<file path="config.mk">
export PLATFORM = sky130hd
export DESIGN_NAME = data_memory_arbiter
export DESIGN_NICKNAME = d
export VERILOG_FILES = /design/src/rtl/data_mem_arb_pkg.sv /design/src/rtl/dmem_arb_fsm.sv /design/src/rtl/data_memory_arbiter.sv
export SDC_FILE = /design/constraint.sdc
export NUM_CORES = 1
export LEC_CHECK = 0
export CORE_AREA = 2 2 118 120
export CTS_BUF_LIST = sky130_fd_sc_hd__clkbuf_16
export CTS_CLUSTER_DIAMETER = 150
export DETAILED_ROUTE_END_ITERATION = 7
export DIE_AREA = 0 0 120 122
export GPL_TIMING_DRIVEN = 0
export PLACE_DENSITY = 0.69
export SLEW_MARGIN = 20
export SYNTH_ARGS = -nofsm -noshare
export SYNTH_HDL_FRONTEND = slang
export SYNTH_SLANG_ARGS = --single-unit
</file>
<file path="constraint.sdc">
create_clock -name CLK -period 8.9 [get_ports CLK]
set_input_delay 1.78 -clock CLK [delete_from_list [all_inputs] [get_ports CLK]]
set_output_delay 1.78 -clock CLK [all_outputs]
set_load 0.01 [all_outputs]
</file>
<file path="src/rtl/data_mem_arb_pkg.sv">
// Shared definitions for the two-port Data_Memory arbiter.
//   arb_state_e : ownership FSM state encoding
//   PORT0/PORT1 : requester indices into the REQ/GNT vectors
//   hold_cnt_w  : width of the consecutive-grant counter for a given MAX_HOLD
package data_mem_arb_pkg;

  typedef enum logic [1:0] {
    IDLE = 2'b00,
    OWN0 = 2'b01,
    OWN1 = 2'b10
  } arb_state_e;

  localparam int unsigned PORT0     = 0;
  localparam int unsigned PORT1     = 1;
  localparam int unsigned NUM_PORTS = 2;

  // Counter must represent 0..MAX_HOLD inclusive.
  function automatic int unsigned hold_cnt_w(input int unsigned max_hold);
    return (max_hold < 1) ? 1 : $clog2(max_hold + 1);
  endfunction

endpackage

</file>
<file path="src/rtl/dmem_arb_fsm.sv">
// Hold-limited ownership FSM for the Data_Memory arbiter.
// Ports:
//   clk_i  : clock, rising edge
//   rst_i  : asynchronous reset, active-high; forces gnt_o to 0 while high
//   req_i  : request vector, bit PORT0 / PORT1
//   gnt_o  : one-hot (or zero) grant, combinational from req_i, state and count
module dmem_arb_fsm
  import data_mem_arb_pkg::*;
#(
  parameter int unsigned MAX_HOLD = 4
) (
  input  logic                 clk_i,
  input  logic                 rst_i,
  input  logic [NUM_PORTS-1:0] req_i,
  output logic [NUM_PORTS-1:0] gnt_o
);

  localparam int unsigned       CNT_W   = hold_cnt_w(MAX_HOLD);
  localparam logic [CNT_W-1:0]  CNT_MAX = CNT_W'(MAX_HOLD);
  localparam logic [CNT_W-1:0]  CNT_ONE = CNT_W'(1);

  arb_state_e             state_q, state_d;
  logic [CNT_W-1:0]       cnt_q, cnt_d;
  logic [NUM_PORTS-1:0]   gnt;
  logic [CNT_W-1:0]       cnt_inc;

  // Saturating increment of the consecutive-grant count.
  assign cnt_inc = (cnt_q >= CNT_MAX) ? CNT_MAX : cnt_q + CNT_ONE;

  // State and hold-count register.
  always_ff @(posedge clk_i or posedge rst_i) begin
    if (rst_i) begin
      state_q <= IDLE;
      cnt_q   <= '0;
    end else begin
      state_q <= state_d;
      cnt_q   <= cnt_d;
    end
  end

  // Grant and next-state selection; the owner keeps the port until its
  // run reaches MAX_HOLD while the other side is waiting.
  always_comb begin
    state_d = state_q;
    cnt_d   = cnt_q;
    gnt     = '0;
    unique case (state_q)
      IDLE: begin
        if (req_i[PORT0]) begin
          gnt[PORT0] = 1'b1;
          state_d    = OWN0;
          cnt_d      = CNT_ONE;
        end else if (req_i[PORT1]) begin
          gnt[PORT1] = 1'b1;
          state_d    = OWN1;
          cnt_d      = CNT_ONE;
        end
      end
      OWN0: begin
        if (req_i[PORT0] && ((cnt_q < CNT_MAX) || !req_i[PORT1])) begin
          gnt[PORT0] = 1'b1;
          cnt_d      = cnt_inc;
        end else if (req_i[PORT1]) begin
          gnt[PORT1] = 1'b1;
          state_d    = OWN1;
          cnt_d      = CNT_ONE;
        end else begin
          state_d = IDLE;
          cnt_d   = '0;
        end
      end
      OWN1: begin
        if (req_i[PORT1] && ((cnt_q < CNT_MAX) || !req_i[PORT0])) begin
          gnt[PORT1] = 1'b1;
          cnt_d      = cnt_inc;
        end else if (req_i[PORT0]) begin
          gnt[PORT0] = 1'b1;
          state_d    = OWN0;
          cnt_d      = CNT_ONE;
        end else begin
          state_d = IDLE;
          cnt_d   = '0;
        end
      end
      default: begin
        state_d = IDLE;
        cnt_d   = '0;
      end
    endcase
  end

  // No access may be performed while reset is held.
  assign gnt_o = rst_i ? '0 : gnt;

endmodule

</file>
<file path="src/rtl/data_memory_arbiter.sv">
// Shares a single-port Data_Memory between the core LSU (port 0) and a
// loader/debug/DMA master (port 1).
// Ports:
//   CLK, RST                      : clock (rising edge), async active-high reset
//   Pn_REQ/WE/A/WD                : request and payload, held until Pn_GNT
//   Pn_GNT                        : access performed this cycle (combinational)
//   Pn_RVALID/Pn_RD               : read return, one cycle after the read grant
//   MEM_A/MEM_WD/MEM_WE, MEM_RD   : Data_Memory port (combinational read)
module data_memory_arbiter
  import data_mem_arb_pkg::*;
#(
  parameter int unsigned ADDR_W   = 32,
  parameter int unsigned DATA_W   = 32,
  parameter int unsigned MAX_HOLD = 4
) (
  input  logic              CLK,
  input  logic              RST,
  input  logic              P0_REQ,
  input  logic              P0_WE,
  input  logic [ADDR_W-1:0] P0_A,
  input  logic [DATA_W-1:0] P0_WD,
  output logic              P0_GNT,
  output logic              P0_RVALID,
  output logic [DATA_W-1:0] P0_RD,
  input  logic              P1_REQ,
  input  logic              P1_WE,
  input  logic [ADDR_W-1:0] P1_A,
  input  logic [DATA_W-1:0] P1_WD,
  output logic              P1_GNT,
  output logic              P1_RVALID,
  output logic [DATA_W-1:0] P1_RD,
  output logic [ADDR_W-1:0] MEM_A,
  output logic [DATA_W-1:0] MEM_WD,
  output logic              MEM_WE,
  input  logic [DATA_W-1:0] MEM_RD
);

  logic [NUM_PORTS-1:0] req;
  logic [NUM_PORTS-1:0] gnt;
  logic [NUM_PORTS-1:0] rd_grant;
  logic [NUM_PORTS-1:0] rvalid_q;
  logic [DATA_W-1:0]    rd0_q, rd1_q;

  assign req = {P1_REQ, P0_REQ};

  dmem_arb_fsm #(
    .MAX_HOLD (MAX_HOLD)
  ) u_fsm (
    .clk_i (CLK),
    .rst_i (RST),
    .req_i (req),
    .gnt_o (gnt)
  );

  assign P0_GNT = gnt[PORT0];
  assign P1_GNT = gnt[PORT1];

  // Memory port mux; port 0 payload is parked on the bus when idle.
  always_comb begin
    MEM_A  = P0_A;
    MEM_WD = P0_WD;
    MEM_WE = 1'b0;
    if (gnt[PORT1]) begin
      MEM_A  = P1_A;
      MEM_WD = P1_WD;
      MEM_WE = P1_WE;
    end else if (gnt[PORT0]) begin
      MEM_WE = P0_WE;
    end
  end

  assign rd_grant[PORT0] = gnt[PORT0] & ~P0_WE;
  assign rd_grant[PORT1] = gnt[PORT1] & ~P1_WE;

  // Read-return registers: capture MEM_RD at the end of a read grant,
  // RD holds its last value otherwise.
  always_ff @(posedge CLK or posedge RST) begin
    if (RST) begin
      rvalid_q <= '0;
      rd0_q    <= '0;
      rd1_q    <= '0;
    end else begin
      rvalid_q <= rd_grant;
      if (rd_grant[PORT0]) rd0_q <= MEM_RD;
      if (rd_grant[PORT1]) rd1_q <= MEM_RD;
    end
  end

  assign P0_RVALID = rvalid_q[PORT0];
  assign P1_RVALID = rvalid_q[PORT1];
  assign P0_RD     = rd0_q;
  assign P1_RD     = rd1_q;

endmodule
</file>
==> flow_summary.toml, run 1 <==
[clock_network]
cts_setup_buffers = 0
cts_tree = "yes"
clockBufferDepth = 2
cts-root-buf = "clkbuf_16"
hold_buffers = 0
clk_pin_slew_ns = 0.05
post_cts_resize_count = 0
cts_buffers = 9
h-tree-depth = 3
clk_latency_ns = 0.33
cts.sinks = 71

[sta]
slew_headroom_pct = 58.7
tns_ns = 0
setup_viol = 0
skew_ns = 0.00220
hold_viol_final = 0
max_freq_mhz = 162
fin_crit_sh_pct = 69.2
rsz0062_at_grt = "no"
min_period_ns = 6.16
worst_slew_pin_slew_ns = 0.620
drv_slew = 0

[setup_path]
start_kind = "input port"
critical_path_class = "input port to output port"
cp-end-kind = "output port"
cp_max_fo = 10
reg2reg_slack_ns = 6.75
worstPathArrival_ns = 4.38
worstPathRequired_ns = 7.12

[floorplan]
initial_utilization_pct = 26.6
ios = 299
die_y_um = 122
die-area_sq_mm = 0.0146
die_x_um = 120
coreArea_sq_mm = 0.0135
rows = 43

[hold_path]
hold_path.class = "register to register"

[power_and_ir_drop]
powerDensity_mw_per_mm2 = 202
ir_drop_v = 0.0000818
p_leak_nw = 2.89

[finish]
syn_to_final_growth_pct = 98.3
fin_cells = 754
layout_commonest_cell = "clkdlybuf4s50_1"
fill_cells = 1196
drive_gt1_share_pct = 22.6
fin_util_pct = 52.8
final_cell_mix = "clkdlybuf4s50_1, mux2_2, dfrtp_1"
nNetsFinal = 735

[placement]
hpwl_mm = 12.0
port_buffers = 297
place_congestion = 0.811
dpl.cell_count = 736

[synth]
synth_nets = 426
avgSynthCellArea_sq_um = 13.9
synth-warning-count = 0
synth_top_cell_by_area = "dfrtp_1"
ys_seq_elements = 71
netlist_instances = 258
seq_area_frac_synth_pct = 49.4
synth_top_cell_area_share_pct = 49.4
netlist_top_cells_area = "dfrtp_1, mux2_2, mux2_1, buf_2, buf_4"
synthesis.area_sq_mm = 0.00359
netlist-cell-type-count = 31

[grt]
grt_overflow = 0
grtUsageMet3_pct = 7.91
grt_pass1_wl_mm = 21.1
grt_max_degree = 44
busiest_layer = "met2"
gr-usage-met2_pct = 32.4
antenna_found_initial = 2
grt_pass1_vias = 3586
grt.total_usage_pct = 19.6
grtUsageMet1_pct = 23.6

[detailed_routing]
final_antenna_net_count = 0
via_count = 3354
avgRoutedWirePerCell_um = 19.2
viasPerCell = 4.45
detail_route.first_pass.iterations = 4
first_iter_violations = 120
routed_wl_mm = 14.5
route.detailed.drc = 0

[flow_run]
cap_violations = 0

[run_status]
status = "finished clean"
-- state kept, by name, summed over array words and instances (netlist names) --
name / cells
rvalid_q: 2
u_fsm.state_q: 2
P0_RD: 32
u_fsm.cnt_q: 3
P1_RD: 32
-- cell families after synthesis --
group,count (synthesis),synth area share [%]
mux,129,40.4
flops,71,49.4
buf+inv,27,3.66
compound gates,15,3.52
simple gates,13,2.05
fa+ha+maj,2,0.696
xor+xnor,1,0.244
-- layout make-up --
cell class / instances / area (sq um) / share of cell area [%]
Clock inverter: 7 / 81.3 / 1.14
Timing Repair Buffer: 298 / 2990 / 42.0
Multi-Input combinational cell: 160 / 1690 / 23.7
Buffer: 18 / 97.6 / 1.37
Inverter: 9 / 36.3 / 0.509
Sequential cell: 71 / 1780 / 24.9
Tap cell: 180 / 225 / 3.16
Clock buffer: 9 / 225 / 3.16
Antenna cell: 2 / 5.00 / 0.0702
-- synthesized netlist by cell type (all sizes together) --
| cell | instances |
|---|---|
| dfrtp | 71 |
| clkbuf | 4 |
| nand2b | 1 |
| nor2 | 2 |
| and3 | 1 |
| a22oi | 1 |
| a211oi | 1 |
| a22o | 1 |
| mux2 | 128 |
| ha | 2 |
| o31a | 1 |
| o21ai | 3 |
| a21oi | 2 |
| and4 | 1 |
| and2 | 1 |
| nand4 | 2 |
| nand2 | 2 |
| a221o | 1 |
| inv | 9 |
| nand3 | 1 |
| nand3b | 1 |
| a2111oi | 1 |
| mux2i | 1 |
| xor2 | 1 |
| nor2b | 1 |
| buf | 14 |
| o32ai | 1 |
| o32a | 1 |
| o22ai | 2 |
-- metrics by stage --
step | power, W | worst slack [ns] | hold slack, ns | instance area [sq um]
finish | 0.00144 | 2.74 | 0.484 | 7130
CTS | 0.00146 | 2.71 | 0.492 | 7120
global placement | 0.00107 | 1.54 | 0.473 | 6790
global route | 0.00152 | 2.59 | 0.503 | 7120
floorplan | 0.000706 | 3.17 | 0.534 | 3590
detailed placement | 0.00108 | 2.72 | 0.480 | 6810
-- power by group --
part	switching, W	leakage (nW)	internal (W)	total [W]
Combinational	0.000214	1.87	0.000380	0.000593
Sequential	0.0000515	0.850	0.000425	0.000477
Clock	0.000128	0.163	0.000241	0.000369
-- routing by layer --
layer  vias to the layer above  routed length, um
met2                       183               7140
met1                      1600               5850
met3                        14               1320
met5                         -                  0
met4                         0                187
li1                       1557                  -
-- worst paths after layout --
path                                             from                            to  cells after the start
setup reg to reg           u_fsm.cnt_q[2]$_DFFE_PP0P_         P0_RD[26]$_DFFE_PP0P_                      6
hold reg to reg                 P1_RD[15]$_DFFE_PP0P_         P1_RD[15]$_DFFE_PP0P_                      1
setup / recovery                               P1_REQ                     MEM_A[24]                      7
max in group asynchronous                         RST         P0_RD[15]$_DFFE_PP0P_                      3
min in group asynchronous                         RST  u_fsm.state_q[0]$_DFFE_PP0P_                      2
hold / removal                  P1_RD[15]$_DFFE_PP0P_         P1_RD[15]$_DFFE_PP0P_                      1
-- worst max-delay path: stages --
cell and delay [ns]:
clkdlybuf4s50_1 0.60, inv_1 0.17, a2111oi_4 0.33, buf_2 0.34, buf_4 0.25, mux2_2 0.40, clkdlybuf4s50_1 0.51
(Power assumes the default switching activity.)
==> run 2, diff against run 1 <==
- CORE_AREA: 2 2 118 120 -> 2 2 116 118
- DIE_AREA: 0 0 120 122 -> 0 0 118 120
- PLACE_DENSITY: 0.69 -> 0.74
- clock period: 8.9 -> 5.52 ns (I/O delays scaled with it)
==> run 2 against run 1 <==
Critical path depth unchanged. Sequential power up 61%. Largest cell class unchanged. Utilization up 1.6 points.
==> flow_summary.toml, run 2 (synthesized netlist as in run 1, its figures left out) <==
[finish]
fill_cells = 1149
syn_to_final_growth_pct = 96.3
fin_cells = 746
drive_gt1_share_pct = 22.3
final_cell_mix = "clkdlybuf4s50_1, mux2_2, dfrtp_1"
layout_commonest_cell = "clkdlybuf4s50_1"
design_area_sq_mm = 0.00705
nNetsFinal = 735
fin_util_pct = 54.3

[setup_path]
worstReg2RegEnd = "P1_RD[9]$_DFFE_PP0P_"
r2r-start = "u_fsm.cnt_q[2]$_DFFE_PP0P_"
cpMostUsedCell = "clkdlybuf4s50_1"
cp_slowest_stage_delay_ns = 0.61
cp_slowest_cell = "clkdlybuf4s50_1"
critical_path_class = "input port to output port"
worstPathRequired_ns = 4.42
cp_max_fo = 10
reg2reg_slack_ns = 3.35
r2r_cells = 7
cp-end-kind = "output port"
start_kind = "input port"
cp_cell_sequence = "clkdlybuf4s50_1, inv_1, a2111oi_4, buf_2, buf_4, mux2_2, clkdlybuf4s50_1"
worstPathArrival_ns = 3.74

[sta]
worst_slew_pin_slew_ns = 0.645
min_period_ns = 4.85
tns_ns = 0
fin_crit_sh_pct = 87.8
max_freq_mhz = 206
setup_viol = 0
skew_ns = 0.00518
hold_viol_final = 0
rsz0062_at_grt = "no"
drv_slew = 0
slew_headroom_pct = 57.0

[flow_run]
cap_violations = 0

[grt]
grt.total_usage_pct = 20.9
grt_pass1_wl_mm = 21.8
antenna_found_initial = 1
grt_max_degree = 41
grt_pass1_vias = 3623
grt_overflow = 0

[clock_network]
hold_buffers = 0
clk_pin_slew_ns = 0.05
cts_buffers = 9
cts_tree = "yes"
cts-root-buf = "clkbuf_16"
post_cts_resize_count = 0
h-tree-depth = 3
clk_latency_ns = 0.32
cts.sinks = 71
cts_setup_buffers = 0
clockBufferDepth = 2

[detailed_routing]
detail_route.first_pass.iterations = 4
final_antenna_net_count = 0
first_iter_violations = 132
route.detailed.drc = 0
routed_wl_mm = 15.2
viasPerCell = 4.41
via_count = 3287
avgRoutedWirePerCell_um = 20.3

[floorplan]
die_y_um = 120
coreArea_sq_mm = 0.0130
die_x_um = 118
die-area_sq_mm = 0.0142
rows = 42
ios = 299
initial_utilization_pct = 27.7

[placement]
port_buffers = 297
hpwl_mm = 12.8
dpl.cell_count = 732
place_congestion = 0.807
place_area_sq_mm = 0.00681

[run_status]
status = "finished clean"

[hold_path]
min_path_cells = 1
worstHoldStart = "P1_RD[7]$_DFFE_PP0P_"
hold_path.class = "register to register"
hold_end = "P1_RD[7]$_DFFE_PP0P_"

[power_and_ir_drop]
ir_drop_v = 0.000135
p_leak_nw = 2.85
powerDensity_mw_per_mm2 = 314
totalPowerFinal_w = 0.00222
-- run 2: layout make-up --
class / instances / area [sq um] / area share [%]
repair buffers: 298 / 2990 / 42.4
flip-flops and latches: 71 / 1780 / 25.2
multi-input cells: 160 / 1690 / 23.9
clock buffers: 9 / 225 / 3.19
well taps: 176 / 220 / 3.12
plain buffers: 18 / 97.6 / 1.38
inverters: 9 / 36.3 / 0.514
clock inverters: 4 / 17.5 / 0.248
diodes: 1 / 2.50 / 0.0355
-- run 2: power breakdown --
part	total (W)	internal (W)	switching (W)
clock	0.000480	0.000291	0.000189
sequential	0.000768	0.000686	0.0000822
combinational	0.000968	0.000613	0.000355
-- run 2: worst max-delay path by stage --
stage                       endpoint   start
after floorplan               MEM_WE     RST
after global placement        MEM_WE     RST
after detailed placement  MEM_WD[19]  P1_REQ
after CTS                 MEM_WD[19]  P1_REQ
after global routing      MEM_WD[19]  P1_REQ
final                     MEM_WD[19]  P1_REQ
-- run 2: worst max-delay path: cells and delay by family --
family,cells,cell delay [ns]
compound gates,1,0.35
buf+inv,5,1.90
mux,1,0.40
-- run 2: through the flow --
stage	worst slack, ns	hold slack, ns
after detailed placement	0.638	0.481
final	0.672	0.486
after global routing	0.506	0.502
after floorplan	1.14	0.534
after CTS	0.621	0.491
after global placement	-0.439	0.473
-- run 2: metal layers --
metal | share of wire [%] | vias to the layer above | wire length, um | global-route usage (%)
li1 | - | 1545 | - | -
met1 | 39 | 1561 | 5850 | 24.1
met2 | 51 | 168 | 7730 | 36.6
met3 | 9.1 | 13 | 1380 | 7.08
met4 | 1.3 | 0 | 194 | 6.40
met5 | 0 | - | 0 | 0
